<file path="config.mk">
export PLATFORM = sky130hd
export DESIGN_NAME = vector_comparison_unit_multicycle
export DESIGN_NICKNAME = d
export VERILOG_FILES = /design/src/rtl/vector_comparison_pkg.sv /design/src/rtl/vector_compare_beat.sv /design/src/rtl/vector_comparison_unit_multicycle.sv
export SDC_FILE = /design/constraint.sdc
export NUM_CORES = 1
export LEC_CHECK = 0
export BUFFER_PORTS_ARGS = -buffer_cell sky130_fd_sc_hd__buf_2
export CORE_AREA = 2 2 288 290
export DETAILED_ROUTE_END_ITERATION = 8
export DIE_AREA = 0 0 290 292
export PLACE_DENSITY_LB_ADDON = 0.12
export SLEW_MARGIN = 20
export SYNTH_ARGS = -nofsm -noshare
export SYNTH_HDL_FRONTEND = slang
export SYNTH_SLANG_ARGS = --single-unit
</file>
<file path="constraint.sdc">
create_clock -name clock -period 5.95 [get_ports clock]
set_input_delay 0 -clock clock [delete_from_list [all_inputs] [get_ports clock]]
set_output_delay 0 -clock clock [all_outputs]
set_load 0.005 [all_outputs]
</file>
<file path="src/rtl/vector_comparison_pkg.sv">
// Shared types and helpers for the multi-beat vector integer comparison unit.
// Element compare works on 65-bit extended operands so one comparator covers signed and unsigned ops.
package vector_comparison_pkg;

  typedef enum logic [2:0] {
    CMP_EQ, CMP_NE, CMP_LTU, CMP_LT, CMP_LEU, CMP_LE, CMP_GTU, CMP_GT
  } cmp_op_t;

  typedef enum logic [1:0] {SEW8, SEW16, SEW32, SEW64} sew_t;

  typedef enum logic [1:0] {IDLE, EXEC, DONE} cmp_state_t;

  function automatic int unsigned sew_bits(sew_t s);
    return 32'd8 << s;
  endfunction

  function automatic logic cmp_is_signed(cmp_op_t op);
    return (op == CMP_LT) || (op == CMP_LE) || (op == CMP_GT);
  endfunction

  // Operands arrive already sign- or zero-extended to 65 bits.
  function automatic logic cmp_elem(logic [64:0] a, logic [64:0] b, cmp_op_t op);
    logic eq;
    logic lt;
    logic r;
    eq = (a == b);
    lt = $signed(a) < $signed(b);
    case (op)
      CMP_EQ:            r = eq;
      CMP_NE:            r = !eq;
      CMP_LTU, CMP_LT:   r = lt;
      CMP_LEU, CMP_LE:   r = lt | eq;
      CMP_GTU, CMP_GT:   r = !(lt | eq);
      default:           r = 1'b0;
    endcase
    return r;
  endfunction

endpackage

</file>
<file path="src/rtl/vector_compare_beat.sv">
// Combinational compare of one DATAPATH_WIDTH slice; mask bits for the selected SEW
// are packed at the low end, unused upper bits read as zero.
module vector_compare_beat
  import vector_comparison_pkg::*;
#(
  parameter int DATAPATH_WIDTH = 64
) (
  input  logic [DATAPATH_WIDTH-1:0]   a,
  input  logic [DATAPATH_WIDTH-1:0]   b,
  input  cmp_op_t                     op,
  input  sew_t                        sew,
  output logic [DATAPATH_WIDTH/8-1:0] mask
);

  localparam int MB = DATAPATH_WIDTH / 8;

  logic            is_signed;
  logic [3:0][MB-1:0] res;

  assign is_signed = cmp_is_signed(op);

  for (genvar gi = 0; gi < 4; gi++) begin : g_sew
    localparam int W   = 8 << gi;
    localparam int NEL = DATAPATH_WIDTH / W;
    for (genvar gj = 0; gj < MB; gj++) begin : g_el
      if (gj < NEL) begin : g_act
        logic [W-1:0] ea;
        logic [W-1:0] eb;
        assign ea = a[gj*W +: W];
        assign eb = b[gj*W +: W];
        assign res[gi][gj] = cmp_elem({{(65-W){is_signed & ea[W-1]}}, ea},
                                      {{(65-W){is_signed & eb[W-1]}}, eb}, op);
      end else begin : g_pad
        assign res[gi][gj] = 1'b0;
      end
    end
  end

  assign mask = res[sew];

endmodule

</file>
<file path="src/rtl/vector_comparison_unit_multicycle.sv">
// Multi-beat RVV integer compare: walks vs2/vs1 one DATAPATH_WIDTH slice per cycle and
// merges results into a mask-undisturbed copy of vd_old.
module vector_comparison_unit_multicycle
  import vector_comparison_pkg::*;
#(
  parameter int VLEN           = 128,
  parameter int DATAPATH_WIDTH = 64,
  parameter int ELEN           = 64
) (
  input  logic            clock,
  input  logic            reset_n,
  input  logic            in_valid,
  output logic            in_ready,
  input  cmp_op_t         op,
  input  sew_t            sew,
  input  logic [31:0]     vl,
  input  logic            vm,
  input  logic            use_scalar,
  input  logic [ELEN-1:0] scalar,
  input  logic [VLEN-1:0] vs2,
  input  logic [VLEN-1:0] vs1,
  input  logic [VLEN-1:0] v0,
  input  logic [VLEN-1:0] vd_old,
  output logic            out_valid,
  input  logic            out_ready,
  output logic [VLEN-1:0] vd,
  output logic            busy
);

  localparam int MB        = DATAPATH_WIDTH / 8;
  localparam int BEATS_MAX = VLEN / DATAPATH_WIDTH;
  localparam int BW        = $clog2(BEATS_MAX + 1);

  cmp_state_t      state_reg, state_next;
  cmp_op_t         op_reg;
  sew_t            sew_reg;
  logic            use_scalar_reg;
  logic [ELEN-1:0] scalar_reg;
  logic [VLEN-1:0] vs2_reg, vs1_reg, active_reg, vd_reg, vd_out_reg;
  logic [BW-1:0]   beat_reg, beats_reg;

  logic [31:0]     vlmax_in, vl_eff_in;
  logic [BW-1:0]   beats_in;
  logic [VLEN-1:0] active_in;
  logic            last_beat;

  // Element activity is resolved once at accept time so EXEC only needs a bit mask.
  always_comb begin
    vlmax_in  = 32'(VLEN) / sew_bits(sew);
    vl_eff_in = (vl < vlmax_in) ? vl : vlmax_in;
    beats_in  = BW'((vl_eff_in * sew_bits(sew) + 32'(DATAPATH_WIDTH - 1)) / 32'(DATAPATH_WIDTH));
    active_in = '0;
    for (int j = 0; j < VLEN; j++)
      active_in[j] = (32'(j) < vl_eff_in) && (vm || v0[j]);
  end

  assign last_beat = (beat_reg == beats_reg - 1'b1);

  always_ff @(posedge clock or negedge reset_n) begin
    if (!reset_n) state_reg <= IDLE;
    else          state_reg <= state_next;
  end

  always_comb begin
    state_next = state_reg;
    in_ready   = 1'b0;
    out_valid  = 1'b0;
    busy       = 1'b1;
    case (state_reg)
      IDLE: begin
        in_ready = 1'b1;
        busy     = 1'b0;
        if (in_valid) state_next = (beats_in == '0) ? DONE : EXEC;
      end
      EXEC: if (last_beat) state_next = DONE;
      DONE: begin
        out_valid = 1'b1;
        if (out_ready) state_next = IDLE;
      end
      default: state_next = IDLE;
    endcase
  end

  logic [3:0][DATAPATH_WIDTH-1:0] scalar_rep;
  logic [DATAPATH_WIDTH-1:0]      b_slice;
  logic [MB-1:0]                  beat_mask;

  for (genvar gi = 0; gi < 4; gi++) begin : g_rep
    localparam int W = 8 << gi;
    assign scalar_rep[gi] = {(DATAPATH_WIDTH / W){scalar_reg[W-1:0]}};
  end

  // Operand registers shift down each beat, so the current slice is always the low bits.
  assign b_slice = use_scalar_reg ? scalar_rep[sew_reg] : vs1_reg[DATAPATH_WIDTH-1:0];

  vector_compare_beat #(.DATAPATH_WIDTH(DATAPATH_WIDTH)) u_beat (
    .a    (vs2_reg[DATAPATH_WIDTH-1:0]),
    .b    (b_slice),
    .op   (op_reg),
    .sew  (sew_reg),
    .mask (beat_mask)
  );

  logic [3:0][VLEN-1:0] hit, bit_res;
  logic [VLEN-1:0]      upd, vd_merged;

  for (genvar gi = 0; gi < 4; gi++) begin : g_map
    localparam int W   = 8 << gi;
    localparam int EPB = DATAPATH_WIDTH / W;
    for (genvar gj = 0; gj < VLEN; gj++) begin : g_bit
      if (gj < VLEN / W) begin : g_el
        assign hit[gi][gj]     = (beat_reg == BW'(gj / EPB));
        assign bit_res[gi][gj] = beat_mask[gj % EPB];
      end else begin : g_tail
        assign hit[gi][gj]     = 1'b0;
        assign bit_res[gi][gj] = 1'b0;
      end
    end
  end

  assign upd       = hit[sew_reg] & active_reg;
  assign vd_merged = (vd_reg & ~upd) | (bit_res[sew_reg] & upd);

  always_ff @(posedge clock or negedge reset_n) begin
    if (!reset_n) begin
      op_reg         <= CMP_EQ;
      sew_reg        <= SEW8;
      use_scalar_reg <= 1'b0;
      scalar_reg     <= '0;
      vs2_reg        <= '0;
      vs1_reg        <= '0;
      active_reg     <= '0;
      vd_reg         <= '0;
      vd_out_reg     <= '0;
      beat_reg       <= '0;
      beats_reg      <= '0;
    end else begin
      case (state_reg)
        IDLE: if (in_valid) begin
          op_reg         <= op;
          sew_reg        <= sew;
          use_scalar_reg <= use_scalar;
          scalar_reg     <= scalar;
          vs2_reg        <= vs2;
          vs1_reg        <= vs1;
          active_reg     <= active_in;
          vd_reg         <= vd_old;
          beats_reg      <= beats_in;
          beat_reg       <= '0;
          if (beats_in == '0) vd_out_reg <= vd_old;
        end
        EXEC: begin
          vs2_reg  <= vs2_reg >> DATAPATH_WIDTH;
          vs1_reg  <= vs1_reg >> DATAPATH_WIDTH;
          vd_reg   <= vd_merged;
          beat_reg <= beat_reg + 1'b1;
          if (last_beat) vd_out_reg <= vd_merged;
        end
        default: ;
      endcase
    end
  end

  assign vd = vd_out_reg;

endmodule
</file>
==> out/qor.yml, run 1 <==
port_buffers: 637
numCtsBuffers: 73
start_util_pct: 37.5
r2r_start: "sew_reg[1]$_DFFE_PN0P_"
hp-class: "in -> reg"
dr_total_vias: 30400
grt_setup_unrepaired: "true"
drt_first_pass_iters: 8
min_to: "scalar_reg[34]$_DFFE_PN0P_"
fin_tns_setup_ns: 0
syn_inst: 3729
synth_area_per_cell_um2: 8.21
drive_above_1_share_pct: 18.9
fin_util_pct: 52.4
dieArea_um2: 84700
final_area_um2: 42800
num_rows: 105
clk_latency_ns: 0.63
hp-start: "in_valid"
wl_um: 118000
wire_per_inst_um: 19.9
clkTransAtPathRegs_ns: 0.06
grt_usage_pct: 27.4
skew_ns: 0.0313
startpoint_type: "input pin"
drt-initial-drc-count: 2119
peakVddDrop_uv: 298
cp.arrival_ns: 6.11
place.gp.congestion: 0.921
synth_area_um2: 30600
overflow: 0
clock-sinks: 604
power_frac_seq_pct: 34.0
worst_ep_required_time_ns: 6.48
synthArstFlopShare_pct: 100
critPathKind: "in -> reg"
synth_ff_type: "dfrtp_1"
finalHoldViolCount: 0
htreeDepth: 3
crit_path_end_kind: "register"
dp_hpwl_um: 81900
yosysTopAreaCellShare_pct: 49.3
synth.distinct_cells: 72
maxCapViolCount: 0
drt-vias-per-instance: 5.12
powerDensity_nw_per_um2: 538
relSlewSlack_pct: 19.2
rr_worst_depth: 15
holdWs_ns: 0.0377
crit_top_cell: "ha_1"
place_inst: 5291
status: "finished clean"
worst_pin_slew_ns: 1.21
final_nets: 5510
p_leak_nw: 20.4
pre_cts_ws_ns: -0.302
pwr-share-clk_pct: 20.5
largest_register_ffs: 256
ys_ff_latch: 604
route.detailed.drc: 0
cts_tree: "built"
cts-root-buf: "clkbuf_16"
swShare_pct: 43.0
setup_viol: 0
grt_max_degree: 193
antenna_found_initial: 22
grt_pass1_wl_um: 180000
die_w_um: 290
min_period_ns: 5.58
share_comb_of_total_power_pct: 45.5
seq_area_frac_synth_pct: 49.3
r2r_slack_ns: 0.59
area_growth_pct: 39.7
place_area_um2: 35200
yosysTopAreaCell: "dfrtp_1"
maxSlewViolCount: 0
synth_edf_count: 0
setup_ws_ns: 0.367
worst-path-max-fanout: 27
crit_path_max_incr_delay_ns: 0.49
seqCellArea_um2: 15100
drt.antenna.violating_nets: 0
total_power_mw: 23.0
fill_cells: 7612
core-area_um2: 81600
timing.rr.end: "vd[9]$_DFFE_PN0P_"
fin_crit_sh_pct: 93.8
p_int_mw: 13.1
multiInputGateArea_um2: 14400
slowest_stage: "fa_1"
max_freq_ghz: 0.179
instances_no_fill: 5930
synth_area_leaders: "dfrtp_1, nand2_1, a31oi_1, ha_1, nor2_1"
synth_nets: 4452
grt_pass1_vias: 29900
power.switching_mw: 9.91
yosysWarningCount: 0
io_pins: 750
cts_buffer_depth: 3
die-height_um: 292
holdPathStages: 4
-- worst max-delay path, delay by kind of cell --
kind            cells  cell delay, ns
simple gates        5            0.84
xor+xnor            3            0.53
buf+inv             6            0.79
mux                 1            0.39
fa+ha+maj           7            2.12
compound gates      7            1.42
-- power by group through the flow --
stage | logic (mW) | registers, mW | clock network, mW
6_report | 10.5 | 7.84 | 4.72
5_1_grt | 11.8 | 8.06 | 4.98
4_1_cts | 10.4 | 7.84 | 4.82
3_5_place_dp | 10.1 | 7.89 | 0
3_3_place_gp | 9.95 | 7.87 | 0
2_1_floorplan | 6.87 | 7.17 | 0
-- how the worst max path moves through the flow --
stage / startpoint / end / cells past startpoint
floorplan: sew[1] / vd[10]$_DFFE_PN0P_ / 26
CTS: sew[0] / vd[36]$_DFFE_PN0P_ / 27
global route: sew[0] / vd[66]$_DFFE_PN0P_ / 30
global placement: sew[0] / vd[75]$_DFFE_PN0P_ / 28
finish: sew[0] / vd[36]$_DFFE_PN0P_ / 29
detailed placement: sew[0] / vd[36]$_DFFE_PN0P_ / 28
-- per-layer routing --
layer,vias up,GRT usage (%),part of all wire (%),wire [um]
li1,14700,-,-,-
met1,14400,36.2,43,50900
met2,1062,44.5,46,54400
met3,239,4.83,6.4,7570
met4,12,11.4,4.3,5080
met5,-,0,0.065,77
-- kinds of logic (layout without fill, tap and decap cells) --
family | Yosys count | after routing | share of synthesized area (%)
buffers and inverters | 293 | 1407 | 3.77
other | 0 | 17 | 0
and+or+nand+nor | 1908 | 1908 | 24.9
xor gates and xnor gates | 19 | 19 | 0.543
muxes | 83 | 83 | 2.85
adders and majority gates | 104 | 104 | 4.32
DFF | 604 | 604 | 49.3
AOI/OAI and AO/OA | 718 | 718 | 14.3
-- cells in the mapped netlist, drive strengths merged, types with 4 or more instances --
master / instances
and4: 4
and3: 13
a41oi: 5
o21ai: 220
nor2: 330
nor3: 19
buf: 41
nand2: 1386
o31ai: 8
o211ai: 15
ha: 101
a21oi: 84
mux2i: 61
clkbuf: 205
and2: 22
nand3b: 4
a21o: 21
inv: 47
nand4: 15
nand2b: 21
nor4: 13
a21boi: 9
o22ai: 27
dfrtp: 604
o21a: 11
or3: 4
nor2b: 26
xor2: 5
a311oi: 4
xnor2: 14
a31oi: 254
o221ai: 5
mux2: 21
nand3: 35
a211oi: 19
o2111ai: 4
-- cell usage in the layout (no fill, tap or decap), types with 18 or more instances in the layout --
| cell type | synthesis | layout |
|---|---|---|
| a21o_1 | 21 | 21 |
| nor3_1 | 19 | 19 |
| ha_1 | 101 | 101 |
| a21oi_1 | 84 | 83 |
| o21ai_0 | 218 | 218 |
| buf_2 | 16 | 636 |
| a31oi_1 | 253 | 253 |
| a211oi_1 | 19 | 18 |
| dfrtp_1 | 604 | 601 |
| mux2_2 | 20 | 20 |
| and2_1 | 22 | 21 |
| mux2i_1 | 61 | 61 |
| buf_12 | 0 | 18 |
| o22ai_1 | 27 | 27 |
| inv_1 | 46 | 46 |
| nand2_1 | 1386 | 1385 |
| nand2b_1 | 21 | 20 |
| nand3_1 | 35 | 35 |
| dlygate4sd3_1 | 0 | 486 |
| clkbuf_16 | 0 | 75 |
| buf_4 | 9 | 86 |
| nor2b_1 | 26 | 25 |
| nor2_1 | 330 | 330 |
-- layout make-up --
cell class	instances	share of cell area, %
Inverter	47	0.412
Sequential cell	604	35.3
Timing Repair Buffer	1229	21.3
Clock buffer	97	4.88
Tap cell	1070	3.13
Antenna cell	17	0.0994
Clock inverter	34	1.11
Multi-Input combinational cell	2832	33.7
-- repair_timing --
action                                  in CTS  in global routing
buffers inserted                             0                  3
endpoints found under the setup margin       0                126
hold endpoints to repair                   697                  0
gates resized for setup                      0                  7
hold buffers                               486                  0
Power figures use the tool's default switching activity.
==> run 2, diff against run 1 <==
CELL_PAD_IN_SITES_DETAIL_PLACEMENT = 1   (was default)
CELL_PAD_IN_SITES_GLOBAL_PLACEMENT = 1   (was default)
CORE_AREA = 2 2 289 291   (was 2 2 288 290)
DIE_AREA = 0 0 291 293   (was 0 0 290 292)
==> out/qor.yml, run 2 (synthesis gave the netlist of run 1 again) <==
maxCapViolCount: 0  # unchanged
met3_usage_pct: 4.80  # -0.030 points
met2_usage_pct: 52.6  # +8.1 points
core-area_um2: 81800  # +0.32%
seqCellArea_um2: 15100  # about the same
antenna_found_initial: 31  # +41%
area_growth_pct: 39.4
die-height_um: 293  # +0.34%
setup_ws_ns: 0.218  # -0.149 ns
drive_above_1_share_pct: 18.6  # -0.31 points
grt_max_degree: 208  # +7.8%
place.gp.congestion: 0.879  # -4.6%
cp_num_cells: 29  # unchanged
route.detailed.drc: 0  # unchanged
final_cell_mix: "nand2_1, buf_2, dfrtp_1, dlygate4sd3_1, nor2_1"
p_int_mw: 13.0  # -0.84%
wl_um: 133000  # +12%
crit_top_cell: "ha_1"
grt_pass1_wl_um: 201000  # +12%
drt.antenna.violating_nets: 0  # unchanged
cts-root-buf: "clkbuf_16"
place_area_um2: 35100  # -0.39%
wire_per_inst_um: 22.4  # +13%
max_freq_ghz: 0.174  # -2.6%
relSlewSlack_pct: 26.9  # +7.7 points
drt-initial-drc-count: 1734  # -18%
fin_tns_setup_ns: 0  # unchanged
status: "finished clean"
dp_hpwl_um: 87000  # +6.2%
clk_latency_ns: 0.63  # about the same
cp.arrival_ns: 6.21  # +0.10 ns
start_util_pct: 37.4  # -0.12 points
crit_path_max_incr_delay_ns: 0.47  # -0.02 ns
hp-class: "in -> async"
drt-vias-per-instance: 5.32  # +3.9%
crit_family: "adder cells"
pre_cts_ws_ns: -0.403  # -0.101 ns
final_area_um2: 42700  # -0.22%
fill_cells: 9768  # +28%
multiInputGateArea_um2: 14500  # +0.58%
slowest_stage: "fa_1"
p_leak_nw: 20.3  # -0.55%
final_nets: 5493  # -0.31%
r2r_slack_ns: 0.64  # +0.05 ns
use_met1_pct: 37.4  # +1.2 points
crit_buf_inv: 6  # unchanged
fin_crit_sh_pct: 96.3  # +2.5 points
share_comb_of_total_power_pct: 46.3  # +0.8 points
grt_usage_pct: 30.5  # +3.1 points
power_frac_seq_pct: 34.1  # about the same
peakVddDrop_uv: 353  # +18%
overflow: 0  # unchanged
finalHoldViolCount: 0  # unchanged
worst_ep_required_time_ns: 6.43  # -0.05 ns
critPathKind: "in -> reg"
num_rows: 105  # unchanged
startpoint_type: "input pin"
port_buffers: 637  # unchanged
cts_buffer_depth: 3  # unchanged
clkTransAtPathRegs_ns: 0.06  # about the same
worst-path-max-fanout: 13  # -52%
holdWs_ns: 0.00274  # -0.0349 ns
crit_path_end_kind: "register"
final_common_cell: "nand2_1"
setup_viol: 0  # unchanged
maxSlewViolCount: 0  # unchanged
numCtsBuffers: 72  # -1.4%
largest_register_ffs: 256  # unchanged
htreeDepth: 3  # unchanged
timing.rr.end: "vd[9]$_DFFE_PN0P_"
skew_ns: 0.0288  # -0.00246 ns
io_pins: 750  # unchanged
clock-sinks: 604  # unchanged
min_period_ns: 5.73  # +0.149 ns
cts_tree: "built"
pwr-share-clk_pct: 19.6  # -0.9 points
dieArea_um2: 85300  # +0.69%
die_w_um: 291  # +0.34%
swShare_pct: 44.2  # +1.2 points
r2r_start: "sew_reg[0]$_DFFE_PN0P_"
rr_worst_depth: 15  # unchanged
powerDensity_nw_per_um2: 546  # +1.5%
grt_pass1_vias: 33400  # +12%
drt_first_pass_iters: 5  # -3
worst_pin_slew_ns: 1.10  # -0.115 ns
dr_total_vias: 31500  # +3.7%
top_usage_layer: "met2"
power.switching_mw: 10.3  # +4.1%
run 2: routing by layer:
metal / wire (um) / share of wire, %
met2: 65100 / 49
met5: 152 / 0.11
met1: 54800 / 41
met3: 5900 / 4.4
met4: 6560 / 4.9
run 2: cell type report:
cell class              instances  area share, %
flip-flops and latches        604           35.4
well taps                    1070           3.14
diodes                         21          0.123
clock buffers                 105           4.92
repair buffers               1213           21.3
inverters                      47          0.413
multi-input cells            2832           34.0
clock inverters                25          0.744
run 2: power by group through the flow:
stage | sequential (mW) | clock [mW] | combinational [mW]
2_1_floorplan | 7.17 | 0 | 6.87
3_3_place_gp | 7.90 | 0 | 9.87
3_5_place_dp | 7.95 | 0 | 10.2
4_1_cts | 7.90 | 4.65 | 10.5
5_1_grt | 8.17 | 4.82 | 12.0
6_report | 7.95 | 4.57 | 10.8
run 2: worst reg2reg max path: cells and delay by family, from the launching register on:
kind / cells / cell delay (ns)
AOI/OAI and AO/OA: 9 / 3.11
adders and majority gates: 1 / 0.30
muxes: 2 / 0.38
DFF: 1 / 0.80
buffers and inverters: 2 / 0.45
and+or+nand+nor: 1 / 0.16
run 2: worst max-delay path by stage:
stage	startpoint	endpoint
after floorplan	sew[1]	vd[10]$_DFFE_PN0P_
after global routing	sew[0]	vd[14]$_DFFE_PN0P_
after detailed placement	sew[0]	vd[79]$_DFFE_PN0P_
after global placement	sew[0]	vd[72]$_DFFE_PN0P_
final	sew[0]	vd[14]$_DFFE_PN0P_
after CTS	sew[0]	vd[79]$_DFFE_PN0P_
run 2: timing repair:
| item | 4_1_cts | 5_1_grt |
|---|---|---|
| buffers inserted | 0 | 3 |
| hold buffers | 488 | 0 |
| endpoints found under the setup margin | 0 | 129 |
| gates resized for setup | 0 | 26 |
| hold endpoints to repair | 685 | 0 |
run 2: through the flow:
stage | power (mW) | util [%] | cells
global placement | 17.8 | 42.8 | 5270
global route | 25.0 | 52.1 | 5911
finish | 23.3 | 52.2 | 5917
floorplan | 14.0 | - | 3729
CTS | 23.1 | 51.7 | 5888
detailed placement | 18.1 | 42.8 | 5270
